--- src/rtl/in_order_resp_reorder_buffer.sv ---
// In-order response reorder buffer: hands out sequential IDs, collects
// out-of-order responses by ID and retires them strictly in issue order.
module in_order_resp_reorder_buffer #(
    parameter  int unsigned DEPTH  = 64,
    parameter  int unsigned DATA_W = 32,
    localparam int unsigned ID_W   = $clog2(DEPTH)
) (
    input  logic              clk,
    input  logic              reset,
    input  logic              alloc_valid,
    output logic              alloc_ready,
    output logic [ID_W-1:0]   alloc_id,
    input  logic              resp_valid,
    input  logic [ID_W-1:0]   resp_id,
    input  logic [DATA_W-1:0] resp_data,
    output logic              out_valid,
    input  logic              out_ready,
    output logic [ID_W-1:0]   out_id,
    output logic [DATA_W-1:0] out_data,
    output logic              senior_valid,
    output logic [ID_W-1:0]   most_senior_id,
    output logic [ID_W:0]     outstanding,
    output logic              err_unexp_resp
);

    typedef enum logic [1:0] {
        SLOT_FREE    = 2'd0,
        SLOT_PENDING = 2'd1,
        SLOT_DONE    = 2'd2
    } slot_e;

    slot_e             slot_q [DEPTH];
    logic [DATA_W-1:0] data_q [DEPTH];
    logic [ID_W:0]     head_q, head_d;
    logic [ID_W:0]     tail_q, tail_d;
    logic              err_q;

    logic [ID_W-1:0]   head_idx;
    logic [ID_W-1:0]   tail_idx;
    logic              empty;
    logic              alloc_fire;
    logic              resp_hit;
    logic              retire_fire;

    assign head_idx    = head_q[ID_W-1:0];
    assign tail_idx    = tail_q[ID_W-1:0];
    assign outstanding = tail_q - head_q;
    assign empty       = (outstanding == '0);

    // Handshake qualifiers, all decided from pre-edge registered state
    assign alloc_ready = (outstanding != (ID_W+1)'(DEPTH));
    assign alloc_fire  = alloc_valid && alloc_ready;
    assign resp_hit    = resp_valid && (slot_q[resp_id] == SLOT_PENDING);
    assign out_valid   = !empty && (slot_q[head_idx] == SLOT_DONE);
    assign retire_fire = out_valid && out_ready;

    assign alloc_id       = tail_idx;
    assign out_id         = head_idx;
    assign out_data       = data_q[head_idx];
    assign senior_valid   = !empty;
    assign most_senior_id = head_idx;
    assign err_unexp_resp = err_q;

    // Next pointer values: each advances by at most one per cycle
    always_comb begin
        head_d = head_q;
        tail_d = tail_q;
        if (retire_fire) begin
            head_d = head_q + (ID_W+1)'(1);
        end
        if (alloc_fire) begin
            tail_d = tail_q + (ID_W+1)'(1);
        end
    end

    // Pointer and error-pulse registers
    always_ff @(posedge clk or posedge reset) begin
        if (reset) begin
            head_q <= '0;
            tail_q <= '0;
            err_q  <= 1'b0;
        end else begin
            head_q <= head_d;
            tail_q <= tail_d;
            err_q  <= resp_valid && !resp_hit;
        end
    end

    // Slot lifecycle; alloc, resp and retire always touch distinct slots
    always_ff @(posedge clk or posedge reset) begin
        if (reset) begin
            for (int unsigned i = 0; i < DEPTH; i++) begin
                slot_q[i] <= SLOT_FREE;
            end
        end else begin
            if (alloc_fire) begin
                slot_q[tail_idx] <= SLOT_PENDING;
            end
            if (resp_hit) begin
                slot_q[resp_id] <= SLOT_DONE;
            end
            if (retire_fire) begin
                slot_q[head_idx] <= SLOT_FREE;
            end
        end
    end

    // Payload storage, written only by accepted responses; never cleared
    always_ff @(posedge clk) begin
        if (resp_hit) begin
            data_q[resp_id] <= resp_data;
        end
    end

endmodule

--- config.mk ---
export PLATFORM = sky130hd
export DESIGN_NAME = in_order_resp_reorder_buffer
export DESIGN_NICKNAME = d
export VERILOG_FILES = /design/src/rtl/in_order_resp_reorder_buffer.sv
export SDC_FILE = /design/constraint.sdc
export NUM_CORES = 2
export LEC_CHECK = 0
export ABC_AREA = 1
export CELL_PAD_IN_SITES_DETAIL_PLACEMENT = 0
export CELL_PAD_IN_SITES_GLOBAL_PLACEMENT = 1
export CORE_MARGIN = 1
export CORE_UTILIZATION = 56
export CTS_CLUSTER_SIZE = 24
export DETAILED_ROUTE_END_ITERATION = 7
export PLACE_DENSITY_LB_ADDON = 0.12
export SLEW_MARGIN = 15
export SYNTH_ARGS = -nofsm -noshare
export SYNTH_HDL_FRONTEND = slang
export SYNTH_SLANG_ARGS = --single-unit
--- constraint.sdc ---
create_clock -name clk -period 12.34 [get_ports clk]
set_input_delay 1.234 -clock clk [delete_from_list [all_inputs] [get_ports clk]]
set_output_delay 1.234 -clock clk [all_outputs]
set_load 0.02 [all_outputs]
## Yosys cells after proc, flatten, opt, wreduce, memory -nomap -nowiden

Memories as Yosys holds them, arrays and structs flattened.
Cells that the tools add are included.

| storage, ports and cells | value |
|---|---|
| bits in registers | 143 |
| memory bits (writable) | 2048 |
| input bits | 43 |
| output and inout port bits | 61 |
| word-level logic and storage cells | 119 |
| memories kept | 1 |

Memory list:

| memory | words | bits a word | rd ports | clocked after Yosys merged registers in | wr ports | line | source |
|---|---|---|---|---|---|---|---|
| data_q | 64 | 32 | 1 | 0 | 1 | 33 | `logic [DATA_W-1:0] data_q [DEPTH];` |

| operators by class | value |
|---|---|
| $add $sub $neg | 3 |
| magnitude comparators | 6 |
| eq/ne operators | 3 |
| mux-type cells | 17 |
| bitwise operators | 11 |
| reductions and logical operators | 11 |

Operator list:

| operator | count |
|---|---|
| two-way mux 128 bit | 3 |
| AND 128 bit | 1 |
| AND 64 bit | 2 |
| inverter 128 bit | 1 |
| inverter 64 bit | 2 |
| OR 64 bit | 2 |
| demux 2 bit (select 6 bit) | 3 |
| binary-select mux 2 bit (select 6 bit) | 2 |
| greater-or-equal comparator 7 bit (second input constant) | 3 |
| < comparator 7 x 1 -> 1 bit (second input constant) | 3 |
| inverter 6 -> 7 bit | 3 |
| adder 7 x 1 -> 7 bit (second input constant) | 2 |
| two-way mux 2 bit | 7 |
| logical AND 1 bit | 8 |
| zero test 7 bit | 1 |
| inequality test 7 bit (second input constant) | 1 |
| subtractor 7 bit | 1 |
| == test 2 x 1 -> 1 bit (second input constant) | 1 |
| == test 2 bit (second input constant) | 1 |
| zero test 1 bit | 2 |
| two-way mux 1 bit | 2 |

## Logic depth before layout (Yosys ltp)

| depth | value |
|---|---|
| depth in word-level cells | 12 |
| depth in mapped cells | 20 |
| depth with buffers taken out | 17 |

## Worst setup path before layout

Ideal clock, no wire load.

| timing | value |
|---|---|
| path kind | reg-to-output |
| start | register tail_q[0] |
| end | output port out_valid |
| arrival time | 2.652 ns |
| required time | 11.106 ns |
| path slack | 8.454 ns |
| stages on the path, launching flop included | 12 |
| buffers on the path | 1 |
| cells stage by stage | dfrtp_1 > clkinv_1 > ha_1 > fa_1 > inv_1 > a21oi_1 > xnor2_1 > nor2_1 > nand2_1 > nand3_1 > nor2_2 > buf_2 |

| on the way | value |
|---|---|
| longest elaborated chain between the ends | 4 |

Ends and longest elaborated chain:

| what | line | source |
|---|---|---|
| from (decl) | 35 | `logic [ID_W:0] tail_q, tail_d;` |
| from (signal assigned) | 84 | `tail_q <= tail_d;` |
| subtractor 7 bit | 47 | `assign outstanding = tail_q - head_q;` |
| via outstanding[4] | 22 | `output logic [ID_W:0] outstanding,` |
| zero test 7 bit | 48 | `assign empty = (outstanding == '0);` |
| zero test 1 bit | - |  |
| via senior_valid | 20 | `output logic senior_valid,` |
| logical AND 1 bit | 54 | `assign out_valid = !empty && (slot_q[head_idx] == SLOT_DONE);` |
| to (decl) | 16 | `output logic out_valid,` |

The timed path passes the listed nets, and every way through them passes these cells.

## Final worst setup path

| timing | value |
|---|---|
| start | register head_q[0] |
| end | output port out_data[24] |

| on the way | value |
|---|---|
| longest elaborated chain between the ends | 1 |

Ends and longest elaborated chain:

| what | line | source |
|---|---|---|
| from (decl) | 34 | `logic [ID_W:0] head_q, head_d;` |
| from (signal assigned) | 79 | `head_q <= '0;` |
| from (signal assigned) | 83 | `head_q <= head_d;` |
| memory read (64 x 32 bit) | - |  |
| to (decl) | 19 | `output logic [DATA_W-1:0] out_data,` |

No other way between the ends.

==> summary.md <==
| Metric | Value |
|---|---|
| Status | `finished, final reports clean` |
| Total Routed Length | `302,800 um` |
| Final setup margin | `4.667 ns` |
| Async SR Flop Fraction | `6.527%` |
| Num CTS Buffers | `214` |
| Final worst-path cycle share | `62.18%` |
| Clk pin slew, worst setup/hold paths | `0.06 ns` |
| Final global-route overflow total | `0` |
| Syn-to-layout area delta | `11.42%` |
| CP Class | `reg2out` |
| Max Slew Vio Count | `0` |
| Die width | `397.7 um` |
| RSZ-0062 raised after global routing | `no` |
| Vias in the first global route | `56,310` |
| #FFs+latches synth | `2,191` |
| Max cap viols | `0` |
| Tmin final | `7.673 ns` |
| Vias/cell | `6.409` |
| Most common cell in the netlist | `nand2_1` |
| Dominant cells by area after synthesis | `edfxtp_1 (70%), nand2_1 (9.7%), dfrtp_1 (4.1%), a221oi_1 (2.0%), a22oi_1 (1.9%)` |
| Seq/Total Area, Yosys | `74.21%` |
| Vias | `59,430` |
| Fraction of layout cells with a size suffix above 1 | `9.051%` |
| Row count | `144` |
| Number of synthesized flops with an enable pin | `2,048` |
| Yosys cell types | `44` |
| Clock root buffer master | `clkbuf_16` |
| Post-Syn Area per Cell | `12.62 um2` |
| Worst slew pin tran | `1.248 ns` |
| Drc violations | `0` |
| TritonCTS clock tree | `built` |
| Slew HR | `16.77%` |
| Die area | `158,200 um2` |
| Core area | `154,800 um2` |
| Antenna-violating nets left | `0` |
| Post-detail-place hpwl | `152,200 um` |
| GRT Total Usage | `38.49%` |
| Final #Nets | `7,089` |
| Clock latency at the later pin of the worst-skew pair | `0.86 ns` |
| Pwr dens | `192.6 nW/um2` |
| Crit end category | `output port` |
| Post-DR wirelength/cell | `32.66 um` |
| Synth cell count leaders | `nand2_1 (2,268), edfxtp_1 (2,048), inv_1 (409)` |
| Critical Path Start Type | `flip-flop` |
| Leakage | `36.12 nW` |
| Cell taking the most area after synthesis | `edfxtp_1` |
| Synth Flop Type | `edfxtp_1` |
| Pre-CTS WS | `5.760 ns` |
| Largest net degree at the start of global routing | `140` |
| Top-area cell type share of the netlist area | `70.13%` |
| Hold Fails Final Rpt | `0` |
| Worst EP arrival | `6.44 ns` |
| Post-CTS resize count | `0` |
| Worst hold path class | `reg2reg` |
| Initial Util | `56.66%` |
| Port Buffers | `103` |
| Syn_nets | `7,003` |
| DR iter-0 viols | `8,427` |
| Maximum clock path buffer count | `3` |
| H-tree Lvls | `4` |
| Syn Inst Count | `6,951` |
| Antenna violations before repair | `23` |
| Skew final | `0.04017 ns` |
| Required time worst endpoint | `11.11 ns` |
| Ys Warns | `0` |
| First-pass GRT wire length | `423,800 um` |
| DRT Pass-1 Iters | `6` |
| # IOs | `104` |
| # setup viols final | `0` |
| Fmax | `0.1303 GHz` |
| Worst-path fanout max | `139` |
| Hold Buf Count CTS | `0` |
| Die Y | `397.7 um` |
| Mapped Area | `87,700 um2` |
| Sink Count | `2,191` |
| Post-CTS Setup Inserts | `0` |
| Max IR drop VDD | `205.5 uV` |
| Final setup TNS | `0 ns` |
| GP Congestion | `0.9601` |
layer usage:
metal  vias up  global-route usage [%]  wire length (um)  part of all wire [%]
met5         -                       0                43                 0.014
met4         6                   19.92             17740                   5.9
met3       782                   7.859             35840                    12
met2      4111                   59.19            137400                    45
met1     29500                   52.27            111800                    37
li1      25020                       -                 -                     -
critical path, cell delays in order, from the launching register on:
cell and delay, ns:
dfrtp_2 0.60, inv_2 0.60, buf_4 0.57, nand2_2 0.10, buf_4 0.34, inv_8 0.75, buf_12 0.72, a22o_1 0.25
a21oi_1 0.04, nand3_1 0.10, nand2_1 0.10, nand2_1 0.12, nor2_1 0.05, nand2_1 0.26, clkdlybuf4s50_1 0.69
layout by cell type, fill, tap and decap left out, types with 36 or more instances in the layout:
master / Yosys / layout
inv_2: 8 / 36
clkbuf_16: 0 / 216
a22oi_1: 218 / 218
buf_4: 37 / 144
edfxtp_1: 2048 / 2048
nand4_1: 253 / 253
a21oi_1: 48 / 48
nand4_2: 57 / 57
nor2_1: 332 / 324
o21ai_0: 273 / 273
inv_1: 409 / 343
a221oi_1: 203 / 203
a22o_1: 39 / 39
nand2_1: 2268 / 2265
dfrtp_1: 143 / 142
nand3_1: 107 / 107
clkdlybuf4s50_1: 0 / 68
clkinv_1: 7 / 62
clkinv_2: 0 / 72
area by class of cell:
| cell class | count | area (um2) |
|---|---|---|
| timing repair buffer | 252 | 2067 |
| tap | 2044 | 2557 |
| sequential | 2191 | 65080 |
| clock buffer | 251 | 5557 |
| clock inverter | 143 | 1451 |
| multi-input combinational | 3954 | 19320 |
| antenna | 13 | 32.53 |
| inverter | 424 | 1655 |
| fill | 11620 | 57050 |
metrics by stage:
stage	power, mW	instance area, um2	utilization, %	hold slack (ns)	std cells
global placement	12.31	90650	58.57	0.4819	8864
global route	19.40	97700	63.13	0.5195	9267
finish	18.82	97720	63.14	0.4912	9272
CTS	18.77	97660	63.10	0.4927	9258
detailed placement	12.32	90650	58.57	0.4807	8864
floorplan	10.80	87700	-	0.4619	6951
final timing paths:
kind | start | end | slack, ns | cells after the start
hold / removal | tail_q[6] | tail_q[6] | 0.49 | 1
max in group asynchronous | reset | slot_q[21] | 10.02 | 3
setup / recovery | head_q[0] | out_data[24] | 4.67 | 14
setup reg to reg | head_q[0] | slot_q[22] | 7.22 | 14
min in group asynchronous | reset | tail_q[2] | 0.95 | 2
hold reg to reg | tail_q[6] | tail_q[6] | 0.49 | 1
registers in the layout, indices dropped and copies added, names as in the netlist:
register        flops
slot_q            128
head_q              7
tail_q              7
data_q           2048
err_unexp_resp      1
report_power, final:
group	switching, mW	leakage, nW	internal [mW]	total [mW]
Clock	2.83	3.40	3.74	6.57
Combinational	2.72	12.6	1.12	3.84
Sequential	0.140	20.1	8.27	8.41
Total	5.69	36.1	13.1	18.8
kinds of logic (layout without fill, tap and decap cells):
logic type	after synthesis	after routing	share of synthesized area [%]
AO/OA/AOI/OAI	873	873	6.961
XOR/XNOR	13	13	0.1298
adder cells (fa/ha/maj)	9	9	0.1370
buffers and inverters	806	1070	3.935
flip-flops	2191	2191	74.21
other	0	13	0
AND/OR/NAND/NOR	3059	3059	14.63
Power figures use the tool's default switching activity.
==> variant (same settings) <==
Change the parameter `DEPTH` from 64 to 32.
--- a/src/rtl/in_order_resp_reorder_buffer.sv
+++ b/src/rtl/in_order_resp_reorder_buffer.sv
@@ -1,7 +1,7 @@
 // In-order response reorder buffer: hands out sequential IDs, collects
 // out-of-order responses by ID and retires them strictly in issue order.
 module in_order_resp_reorder_buffer #(
-    parameter  int unsigned DEPTH  = 64,
+    parameter  int unsigned DEPTH  = 32,
     parameter  int unsigned DATA_W = 32,
     localparam int unsigned ID_W   = $clog2(DEPTH)
 ) (
Ports: changed (5 resized); port bits go from 104 to 99. No check against the original RTL was run, so the function may have changed too.
==> variant against the original RTL <==
Via count down 48%. Wire length is 57% lower. Synthesized area is 48% lower. Total power shrank 39%. Cell area decreased by 48%. Largest cell class unchanged. Critical path type unchanged. Sequential cell count fell by 1090. Critical endpoint is now out_data[25]. Combinational power shrank 1%. Largest power group unchanged. Non-clock buffer count fell by 98. Core utilization rose by 0.059 points. Sequential power decreased by 48%. Synthesized cell count decreased by 45%. Setup slack improved by 1.0 ns.
==> variant: results (changes against the original RTL) <==
Yosys
  • Post-synth top cells: edfxtp_1, o21ai_0, nor2_1
  • Area contributors post-synth: edfxtp_1, o21ai_0, nor2_1, dfrtp_1, nand2_1
  • Register area share after synthesis: 71.9% (-2.3 points)
  • Yosys cell types: 38 (-14%)
  • EDFF count, synth: 1,024 (-50%)
  • Share of flip-flops with an asynchronous set or reset: 6.99% (+0.47 points)

Place
  • Post-DP HPWL: 69,100 µm (-55%)
  • GP Congestion: 0.904 (-5.9%)
  • IO buf count: 98 (-4.9%)

Global route
  • Vias in the first global route: 29,400 (-48%)
  • Gr usage total: 31.8% (-6.7 points)
  • Initial antenna violation count: 5 (-78%)
  • Pin count of the biggest net entering global routing: 255 (+82%)
  • First-pass GRT wire length: 193,000 µm (-55%)

STA
  • Slew margin rel.: 10.1% (-6.7 points)

Route
  • DRT iter0 DRCs: 3,555 (-58%)
  • Number of vias per cell: 6.22 (-3.0%)
  • DRT Pass-1 Iters: 5 (-1)
  • WL/cell: 26.3 µm (-20%)

Setup path
  • Worst path max stage delay: 1.04 ns (+0.29 ns)
  • Worst-path maximum fanout: 102 (-27%)
  • Slowest-stage cell, CP: dfrtp_4
  • Depth of the worst register-to-register path: 6 (-8)
  • CP arrival: 5.40 ns (-1.04 ns)

Power
  • VDD IR-drop max: 0.000189 V (-8.0%)
  • Leakage: 17.3 nW (-52%)

Finish
  • Final #Nets: 3,861 (-46%)
  • FILL cells: 6,109 (-47%)
  • Biggest regs: data_q: 1024 flops, slot_q: 64 flops

CTS
  • CTS H-tree lvls: 3 (-1)
  • # Post-CTS Setup Buffers: 0 (unchanged)

Run status
  • Outcome: finished clean
[variant: cells by family after synthesis]
| group | Yosys count | share of synthesized area (%) |
|---|---|---|
| and+or+nand+nor | 1236 | 10.9 |
| DFF | 1101 | 71.9 |
| AOI/OAI and AO/OA | 1006 | 12.5 |
| buffers and inverters | 431 | 4.03 |
| adders and majority gates | 14 | 0.402 |
| xor gates and xnor gates | 9 | 0.174 |
[variant: final timing paths]
path / slack, ns / end
hold / removal: 0.52 / tail_q[5]$_DFFE_PP0N_
setup reg to reg: 7.76 / slot_q[56]$_DFF_PP0_
min in group asynchronous: 0.90 / slot_q[20]$_DFF_PP0_
hold reg to reg: 0.52 / tail_q[5]$_DFFE_PP0N_
max in group asynchronous: 10.28 / head_q[1]$_DFFE_PP0P_
setup / recovery: 5.70 / out_data[25]
[variant: worst reg2reg max path, cell delays in order, from the launching register on]
cell and delay (ns):
dfrtp_4 1.04, buf_4 0.97, buf_4 0.97, ha_1 0.49, inv_1 0.31, nor2_1 0.52
a21oi_1 0.14
[variant: power groups by stage]
stage | Combinational, mW | Clock [mW] | Sequential (mW)
final | 3.80 | 3.34 | 4.39
after global routing | 4.15 | 3.52 | 4.40
after CTS | 3.78 | 3.37 | 4.38
after detailed placement | 3.76 | 0 | 4.46
after global placement | 3.70 | 0 | 4.46
after floorplan | 2.54 | 0 | 4.34
[variant: final cells by class]
| class | count | area share [%] |
|---|---|---|
| sequential | 1101 | 64.3 |
| multi-input combinational | 2265 | 21.8 |
| clock buffer | 138 | 5.83 |
| timing repair buffer | 154 | 2.81 |
| tap | 1060 | 2.61 |
| inverter | 170 | 1.31 |
| clock inverter | 74 | 1.30 |
| antenna | 2 | 0.00985 |
[variant: per-stage QoR]
| stage | cells | setup WS (ns) | hold slack [ns] | utilization (%) | power, mW |
|---|---|---|---|---|---|
| 3_5_place_dp | 4749 | 6.34 | 0.511 | 58.7 | 8.23 |
| 6_report | 4964 | 5.70 | 0.523 | 63.2 | 11.5 |
| 4_1_cts | 4961 | 5.77 | 0.523 | 63.2 | 11.5 |
| 2_1_floorplan | 3797 | 8.13 | 0.460 | - | 6.88 |
| 3_3_place_gp | 4746 | 6.36 | 0.482 | 58.6 | 8.16 |
| 5_1_grt | 4962 | 5.41 | 0.536 | 63.2 | 12.1 |
[variant: routing by layer]
layer	global-route usage [%]	wire length (µm)
met1	46.0	53900
met2	49.2	59900
met3	6.02	12500
met4	10.1	3950
met5	0	23
